**src/rtl/cvp14_pkg.sv**
```systemverilog
// Shared CVP14 definitions: instruction function codes, vector geometry and the
// memory sequencer state type.
package cvp14_pkg;

  localparam int LANES  = 16;
  localparam int LANE_W = 16;

  localparam logic [3:0] VADD = 4'b0000;
  localparam logic [3:0] VDOT = 4'b0001;
  localparam logic [3:0] SMUL = 4'b0010;
  localparam logic [3:0] SST  = 4'b0011;
  localparam logic [3:0] VLD  = 4'b0100;
  localparam logic [3:0] VST  = 4'b0101;
  localparam logic [3:0] SLL  = 4'b0110;
  localparam logic [3:0] SLH  = 4'b0111;
  localparam logic [3:0] J    = 4'b1000;
  localparam logic [3:0] NOP  = 4'b1111;

  typedef enum logic [1:0] {
    IDLE = 2'd0,
    XFER = 2'd1,
    DONE = 2'd2
  } vseq_state_t;

  function automatic logic is_mem_op(input logic [3:0] f);
    return (f == VLD) || (f == VST) || (f == SST);
  endfunction

endpackage

```
**src/rtl/vseq_addr_gen.sv**
```systemverilog
// Address generation for the memory sequencer: per-word address base+idx and
// the check whether a full vector starting at start_base runs past the top.
module vseq_addr_gen
  import cvp14_pkg::*;
#(
  parameter int ADDR_W = 16,
  parameter int IDX_W  = 4
) (
  input  logic [ADDR_W-1:0] base,
  input  logic [IDX_W-1:0]  idx,
  input  logic [ADDR_W-1:0] start_base,
  output logic [ADDR_W-1:0] addr,
  output logic              span_ovf
);

  // Highest base whose last lane still fits without a carry out of ADDR_W.
  localparam logic [ADDR_W-1:0] MAX_BASE = ADDR_W'((1 << ADDR_W) - LANES);

  assign addr     = base + ADDR_W'(idx);
  assign span_ovf = (start_base > MAX_BASE);

endmodule

```
**src/rtl/vec_mem_sequencer.sv**
```systemverilog
// Multi-cycle VLD/VST/SST memory sequencer with req/ack memory port.
// Optional macro VSEQ_ADDR_FAULT_EN: vector accesses whose span wraps past the
// top of memory are refused and reported through fault.
//
// Memory handshake: mem_req is held high in XFER with mem_we/mem_addr/mem_wdata
// stable; a word completes on any rising clk edge where mem_req && mem_ack,
// and the next word (if any) is presented in the following cycle.
module vec_mem_sequencer
  import cvp14_pkg::*;
#(
  parameter int ADDR_W = 16
) (
  input  logic                      clk,
  input  logic                      rst,
  input  logic                      start,
  input  logic [3:0]                functype,
  input  logic [ADDR_W-1:0]         base_addr,
  input  logic [LANE_W-1:0]         scalar_wdata,
  input  logic [LANES*LANE_W-1:0]   vector_wdata,
  output logic                      mem_req,
  output logic                      mem_we,
  output logic [ADDR_W-1:0]         mem_addr,
  output logic [LANE_W-1:0]         mem_wdata,
  input  logic [LANE_W-1:0]         mem_rdata,
  input  logic                      mem_ack,
  output logic [LANES*LANE_W-1:0]   load_data,
  output logic                      busy,
  output logic                      done,
  output logic                      fault
);

  localparam int IDX_W = $clog2(LANES);

  vseq_state_t               state_q, state_d;
  logic [3:0]                func_q;
  logic [ADDR_W-1:0]         base_q;
  logic [LANE_W-1:0]         sdata_q;
  logic [LANES*LANE_W-1:0]   vdata_q;
  logic [IDX_W-1:0]          idx_q;
  logic                      fault_q;
  logic [LANES*LANE_W-1:0]   load_q;

  logic [ADDR_W-1:0]         cur_addr;
  logic                      span_ovf;
  logic                      start_fault;
  logic                      is_last;
  logic [LANE_W-1:0]         lane_wdata;

  vseq_addr_gen #(
    .ADDR_W (ADDR_W),
    .IDX_W  (IDX_W)
  ) u_addr_gen (
    .base       (base_q),
    .idx        (idx_q),
    .start_base (base_addr),
    .addr       (cur_addr),
    .span_ovf   (span_ovf)
  );

`ifdef VSEQ_ADDR_FAULT_EN
  assign start_fault = ((functype == VLD) || (functype == VST)) && span_ovf;
`else
  logic unused_span_ovf;
  assign unused_span_ovf = span_ovf;
  assign start_fault     = 1'b0;
`endif

  assign is_last = (func_q == SST) || (idx_q == IDX_W'(LANES - 1));

  always_comb begin
    lane_wdata = '0;
    for (int i = 0; i < LANES; i++) begin
      if (idx_q == IDX_W'(i)) lane_wdata = vdata_q[i*LANE_W +: LANE_W];
    end
  end

  always_ff @(posedge clk or posedge rst) begin
    if (rst) state_q <= IDLE;
    else     state_q <= state_d;
  end

  always_comb begin
    state_d = state_q;
    case (state_q)
      IDLE: begin
        if (start) begin
          if (!is_mem_op(functype) || start_fault) state_d = DONE;
          else                                     state_d = XFER;
        end
      end
      XFER: begin
        if (mem_ack && is_last) state_d = DONE;
      end
      DONE:    state_d = IDLE;
      default: state_d = IDLE;
    endcase
  end

  // Operands are captured at start so the execute stage may move on.
  always_ff @(posedge clk or posedge rst) begin
    if (rst) begin
      func_q  <= '0;
      base_q  <= '0;
      sdata_q <= '0;
      vdata_q <= '0;
      idx_q   <= '0;
      fault_q <= 1'b0;
      load_q  <= '0;
    end else if (state_q == IDLE && start) begin
      func_q  <= functype;
      base_q  <= base_addr;
      sdata_q <= scalar_wdata;
      vdata_q <= vector_wdata;
      idx_q   <= '0;
      fault_q <= start_fault;
    end else if (state_q == XFER && mem_ack) begin
      idx_q <= idx_q + 1'b1;
      if (func_q == VLD) begin
        for (int i = 0; i < LANES; i++) begin
          if (idx_q == IDX_W'(i)) load_q[i*LANE_W +: LANE_W] <= mem_rdata;
        end
      end
    end
  end

  assign mem_req   = (state_q == XFER);
  assign mem_we    = mem_req && (func_q != VLD);
  assign mem_addr  = mem_req ? cur_addr : '0;
  assign mem_wdata = !mem_we ? '0 : ((func_q == VST) ? lane_wdata : sdata_q);
  assign busy      = (state_q != IDLE);
  assign done      = (state_q == DONE);
  assign fault     = done && fault_q;
  assign load_data = load_q;

endmodule

```
**config.mk**
```make
export PLATFORM = sky130hd
export DESIGN_NAME = vec_mem_sequencer
export DESIGN_NICKNAME = d
export VERILOG_FILES = /design/src/rtl/cvp14_pkg.sv /design/src/rtl/vseq_addr_gen.sv /design/src/rtl/vec_mem_sequencer.sv
export SDC_FILE = /design/constraint.sdc
export NUM_CORES = 1
export LEC_CHECK = 0
export BUFFER_PORTS_ARGS = -buffer_cell sky130_fd_sc_hd__buf_2
export CAP_MARGIN = 25
export CORE_AREA = 2 2 232 234
export CTS_BUF_LIST = sky130_fd_sc_hd__clkbuf_2
export DETAILED_ROUTE_END_ITERATION = 10
export DIE_AREA = 0 0 234 236
export PLACE_DENSITY = 0.78
export SETUP_SLACK_MARGIN = 0.1
export SLEW_MARGIN = 10
export SYNTH_ARGS = -nofsm -noshare
export SYNTH_HDL_FRONTEND = slang
export SYNTH_SLANG_ARGS = --single-unit
```
**constraint.sdc**
```tcl
create_clock -name clk -period 20.2 [get_ports clk]
set_input_delay 4.04 -clock clk [delete_from_list [all_inputs] [get_ports clk]]
set_output_delay 4.04 -clock clk [all_outputs]
set_load 0.05 [all_outputs]
```
# ---- After elaboration in Yosys (flattened, before gate mapping)
# Index checks and enable logic that the tools add are counted.
dict set report totals {
  out_inout_bits 293
  mem_bits_rw 0
  n_memories 0
  regBits 554
  latch_bits 0
  inputBits 312
  romBits 0
  word_cells 104
}
dict set report classes {
  magnitude_cmp 0
  n_mux 25
  n_reduce_logical 28
  n_eq_ne 26
  shifts 0
  bitwise 1
  multipliers 0
  add_sub_neg 2
  div 0
}
# op count
set ops {}
lappend ops {{$mux W16} 19}
lappend ops {{$reduce_and A4 Y1} 16}
lappend ops {{$eq A4 B3 Y1 const B} 8}
lappend ops {{$eq A4 B4 Y1 const B} 8}
lappend ops {{$add A16 B4 Y16} 1}
lappend ops {{$eq A4 B2 Y1 const B} 4}
lappend ops {{$mux W4} 2}
lappend ops {{$mux W2} 3}
lappend ops {{$add A4 B1 Y4 const B} 1}
lappend ops {{$eq A4 B1 Y1 const B} 1}
lappend ops {{$logic_and A1 B1 Y1} 4}
lappend ops {{$logic_not A4 Y1} 1}
lappend ops {{$ne A4 B3 Y1 const B} 1}
lappend ops {{$pmux W2 S2} 1}
lappend ops {{$reduce_bool A2 Y1} 2}
lappend ops {{$logic_or A1 B1 Y1} 3}
lappend ops {{$eq A2 B1 Y1 const B} 1}
lappend ops {{$eq A2 B2 Y1 const B} 1}
lappend ops {{$logic_not A2 Y1} 1}
lappend ops {{$ne A2 B1 Y1 const B} 1}
lappend ops {{$ne A2 B2 Y1 const B} 1}
lappend ops {{$reduce_and A2 Y1} 1}
lappend ops {{$not A1 Y1} 1}

# ---- Longest topological paths before layout
dict set report depth {
  word_depth 19
  ltp_mapped 10
  mapped_depth_nobuf 7
}

# ---- Modules after synthesis
# A second synthesis with hierarchy kept.
dict set report unflattened {
  cells_unflattened 2357
  hier_area_um2 24305.8
}
# module seq_area_each_um2 cells_per_inst instances area_per_inst_um2
set by_module_without_submodules {}
lappend by_module_without_submodules {vec_mem_sequencer 13863.3 2307 1 23915.4}
lappend by_module_without_submodules {vseq_addr_gen 0.0 50 1 390.4}

# ---- Worst setup path before layout
# OpenSTA, ideal clock, no wires.
dict set report synth_timing {
  path_kind {reg2out}
  startpoint {register idx_q[1]}
  endpoint {output port mem_wdata[14]}
  path_buffers 3
  required_ps 16160
  path_stages_with_launch 10
  slack_ps 13083
  t_arrival_ps 3077
  path_cell_list {dfrtp_1 > ha_1 > clkbuf_1 > clkbuf_1 > clkbuf_1 > nor2_1 > a2bb2oi_1 > nor2_1 > a211o_1 > a221oi_1}
}
dict set report synth_between {
  elab_chain_len 19
  word_cells_on_any_way 34
  cone_classes {15 x eq/ne; 18 x mux; 1 x reduce/logical}
}
# item line_no
set synth_rtl {}
lappend synth_rtl {{start: declaration} vec_mem_sequencer.sv:39} ;# logic [IDX_W-1:0] idx_q;
lappend synth_rtl {{start signal: assignment} vec_mem_sequencer.sv:117} ;# idx_q <= idx_q + 1'b1;
lappend synth_rtl {{$logic_not A4 Y1} vec_mem_sequencer.sv:73} ;# if (idx_q == IDX_W'(i)) lane_wdata = vdata_q[i*LANE_W +: LANE_W];
lappend synth_rtl {{$mux W16 (15 in a row)} vec_mem_sequencer.sv:73}
lappend synth_rtl {{$mux W16 *} vec_mem_sequencer.sv:73}
lappend synth_rtl {{$mux W16 * (2 in a row)} vec_mem_sequencer.sv:129} ;# assign mem_wdata = !mem_we ? '0 : ((func_q == VST) ? lane_wdata : sdata_q);
lappend synth_rtl {{end: declaration} vec_mem_sequencer.sv:23} ;# output logic [LANE_W-1:0] mem_wdata,
# Mark *: on every way between the ends. The rest lies on a longest branch, timed or not.

# ---- Worst setup path in the final report
dict set report layout_timing {
  startpoint {register idx_q[1]}
  endpoint {output port mem_wdata[0]}
}
# The elaborated chain is that of the path after synthesis.

==> results.md <==
- The post-route worst hold slack is approximately 0.48 ns.
- The type of the most critical hold path is reg2reg.
- The first global-routing pass estimated ~130000 um of wire.
- The number of levels in the clock H-tree is 4.
- For this design, the sink count on the clock tree is between 500 and 600.
- The power per unit of standard cell area is between 100 and 150 nW/um^2.
- The number of buffers added for setup after CTS is 0.
- For the final database, setup skew stands at around 0.08 ns.
- With fillers left out, the area of the finished cells amounts to 29600 sq um.
- Setup repair after global routing left no endpoint under its margin.
- TritonCTS built the clock tree.
- The flow ran to the end, and the final reports show no timing, DRC or antenna violations.
- Clock-pin slew was measured on the worst setup and hold paths at about 0.090 ns.
- The maximum ir drop on the vdd rail is around 0.1 mV.
- Data on the critical path is required at its endpoint by about 16 ns.
- The synthesized area per cell is 10.2 sq um.
- At the pin with the least slew margin, the transition time is 1.06 ns.
- Summing every instance area after synthesis gives between 20000 and 25000 sq um.
- In this run the count of I/O pins placed on the die edge is about 610.
- Buffers inserted during clock tree synthesis total 142.
- The total negative slack is 0 ns.
- The area of the core is roughly 53000 sq um.
- The critical path contains buffers and inverters numbering 2 combined.
- The master cell of the clock root buffer is clkbuf_2.
- The type of element launching the critical path is a flip-flop.
- The category of the worst setup path capture point is an output port.
- Setup violations remaining at the end of the flow were counted as 0.
- The remaining number of nets flagged by the antenna check after routing is 0.
- At the worst endpoint, the arrival time is roughly 5 ns.
- The critical path goes through inv_1, ha_1, nor4b_4, o2bb2ai_1, nand3_1, a221oi_1, o211a_1, buf_2.
- For this configuration, the core starts out at a cell density of 0.466.
- Static timing analysis puts the maximum clock frequency at approximately 110 MHz.
- Using the TritonRoute via totals, the vias-per-cell ratio works out to between 5 and 6.
- The number of slew-limit violations in the final report came to 0.
- The library cells used most frequently in the layout, excluding fill and tap cells, are nand2_1 (944), buf_2 (603), dfrtp_1 (554).
- The largest individual stage delay along the critical path comes from the cell nor4b_4.
- The total global-route track usage is 0.304.
- In this run, the number of DRC markers left after iteration 0 of detailed routing was approximately 1900.
- The post-route fraction of the period consumed by the critical path is 0.447.
- In the final layout, the share of cells above drive strength 1 is 0.365.
- The detailed-router iteration count before antenna repair is 7.
- In the final routed layout, each cell accounts on average for approximately 22 um.
- From bottom edge to top edge, the die measures ~240 um.
- The number of remaining DRC errors is 0.
- The number of nets in the finished design is ~3400.
- The largest single stage delay on the critical path is ~0.90 ns.
- The gate family responsible for the most delay along the worst path is compound AO/OA/AOI/OAI gates.
- After detailed placement, the total cell area comes to ~28000 sq um.
- The post-synthesis cell count is 2427.
- The standard-cell row count is 85.
- The maximum clock path buffer count is 3.
- For this run, the share of the core covered by cells in the final layout is 0.557.
- Relative to the synthesized area, the layout overhead comes to 19.6%.
- Wires add up to 84800 um.
- The number of synthesized flops with an enable pin is 0.
- The flip-flop cell with the highest count after synthesis is dfrtp_1.
- The warning count from the yosys run is 0.
- In this run, synthesis produced a sequential element count of 554.
- The quantity of gates resized following cts is 0.
- The via count is around 21000.
- The number of hold violations in the final report is 0.
- Prior to clock tree synthesis, the placed netlist has a worst setup slack of ~12 ns.
- Summed over all layers, the global routing overflow is 0.
- The initial antenna violation count is 12.
- In this run the tool buffered the top-level ports with approximately 600 buffer cells.
- The library cell used most frequently in the layout, excluding fill and tap cells, is nand2_1.
- The number of hold buffers added after CTS was 0.
- After layout, the worst setup slack is between 10 and 15 ns.
- The final HPWL from detailed placement is approximately 62000 um.
- The number of global-route vias before repair is a little over 20000.
- From left edge to right edge, the die measures 234 um.
- The share of the yosys chip area belonging to registers is 0.561.
- The number of maximum-capacitance constraint violations is 0.
- At the later pin of the worst-skew pair, clock insertion delay measures 1.29 ns.
- The classification of the worst setup path is reg2out.
- The pin count of the biggest net entering global routing is about 110.
- The final weighted congestion in routability-driven placement is a little under 1.
- The tightest slew margin relative to the limit is 0.296.
- The routed design could run at a clock period as short as 9.04 ns.
- The largest fanout of any net on the critical path is 22.
- The share of async-settable or async-resettable flops after synthesis is 1.00.
- The netlist uses 60 different library cells.
- Summed over all cells, the static leakage comes to 16.9 nW.
- The synthesized net count is 2748.
- The floorplan step defined a die boundary enclosing 55200 sq um.
## sequential cells by signal (all words and copies together), names as in the netlist
| name | flops |
|---|---|
| load_data | 256 |
| base_q | 16 |
| idx_q | 4 |
| sdata_q | 16 |
| state_q | 2 |
| func_q | 4 |
| vdata_q | 256 |
## layout make-up
class                           count  area (sq um)
Tap cell                          696           871
Sequential cell                   554         13900
Clock inverter                     31           320
Antenna cell                       13          32.5
Fill cell                        4623         23500
Inverter                            8          38.8
Timing Repair Buffer              629          3310
Multi-Input combinational cell   1697         10100
Clock buffer                      200          1000
## Yosys cell counts, types with 16 or more instances
| library cell | number | area, sq um |
|---|---|---|
| a21o_1 | 17 | 128 |
| a21oi_1 | 53 | 265 |
| a221oi_1 | 29 | 254 |
| buf_2 | 19 | 95.1 |
| clkbuf_1 | 125 | 469 |
| dfrtp_1 | 554 | 13900 |
| mux2_2 | 186 | 2090 |
| mux2_4 | 70 | 1050 |
| nand2_1 | 945 | 3550 |
| nand3_1 | 28 | 140 |
| nor2_1 | 44 | 165 |
| nor2b_1 | 36 | 225 |
| nor3b_1 | 20 | 150 |
| o211ai_1 | 25 | 188 |
| o21ai_0 | 98 | 490 |
| o2bb2ai_1 | 16 | 140 |
## power by group
part           total (mW)  leakage [nW]  internal [mW]  switching [mW]
logic                1.04          8.65          0.330           0.706
registers            1.70          7.27           1.41           0.294
clock network       0.803         0.983          0.344           0.459
total                3.54          16.9           2.08            1.46
## tightest hold or removal path, cell delays in order (launching register included)
cell,delay (ns)
dfrtp_1,0.35
nand2_1,0.05
nand2_1,0.05
## kinds of logic after synthesis
family | Yosys count | share of synthesized area
adders and majority gates | 9 | 0.00486
and+or+nand+nor | 1129 | 0.193
buffers and inverters | 176 | 0.0315
AOI/OAI and AO/OA | 286 | 0.0765
muxes | 257 | 0.128
other | 1 | 0.000152
xor gates and xnor gates | 15 | 0.00532
DFF | 554 | 0.561
## per-stage QoR
stage	std cells	total power, mW
after floorplan	2427	2.31
after global placement	3578	2.70
after detailed placement	3579	2.72
after CTS	3810	3.53
after global routing	3826	3.74
final	3828	3.54
## final timing paths
check / startpoint / to / slack [ns] / cells past startpoint
max: idx_q[1]$_DFFE_PP0P_ / mem_wdata[0] / 11.16 / 8
min: vdata_q[159]$_DFFE_PP0P_ / vdata_q[159]$_DFFE_PP0P_ / 0.48 / 2
max reg2reg: state_q[1]$_DFFE_PP0P_ / load_data[112]$_DFFE_PP0P_ / 16.64 / 7
min reg2reg: vdata_q[159]$_DFFE_PP0P_ / vdata_q[159]$_DFFE_PP0P_ / 0.48 / 2
max in group asynchronous: rst / load_data[183]$_DFFE_PP0P_ / 15.12 / 5
min in group asynchronous: rst / load_data[85]$_DFFE_PP0P_ / 2.88 / 2
## metal layers
metal / track usage / up-vias / part of all wire / routed length (um)
li1: - / 9338 / - / -
met1: 0.373 / 10300 / 0.39 / 33300
met2: 0.488 / 1051 / 0.48 / 40300
met3: 0.0776 / 228 / 0.076 / 6480
met4: 0.174 / 4 / 0.056 / 4710
met5: 0 / - / 0.00020 / 17
No activity file was read; power rests on OpenSTA's default activity.
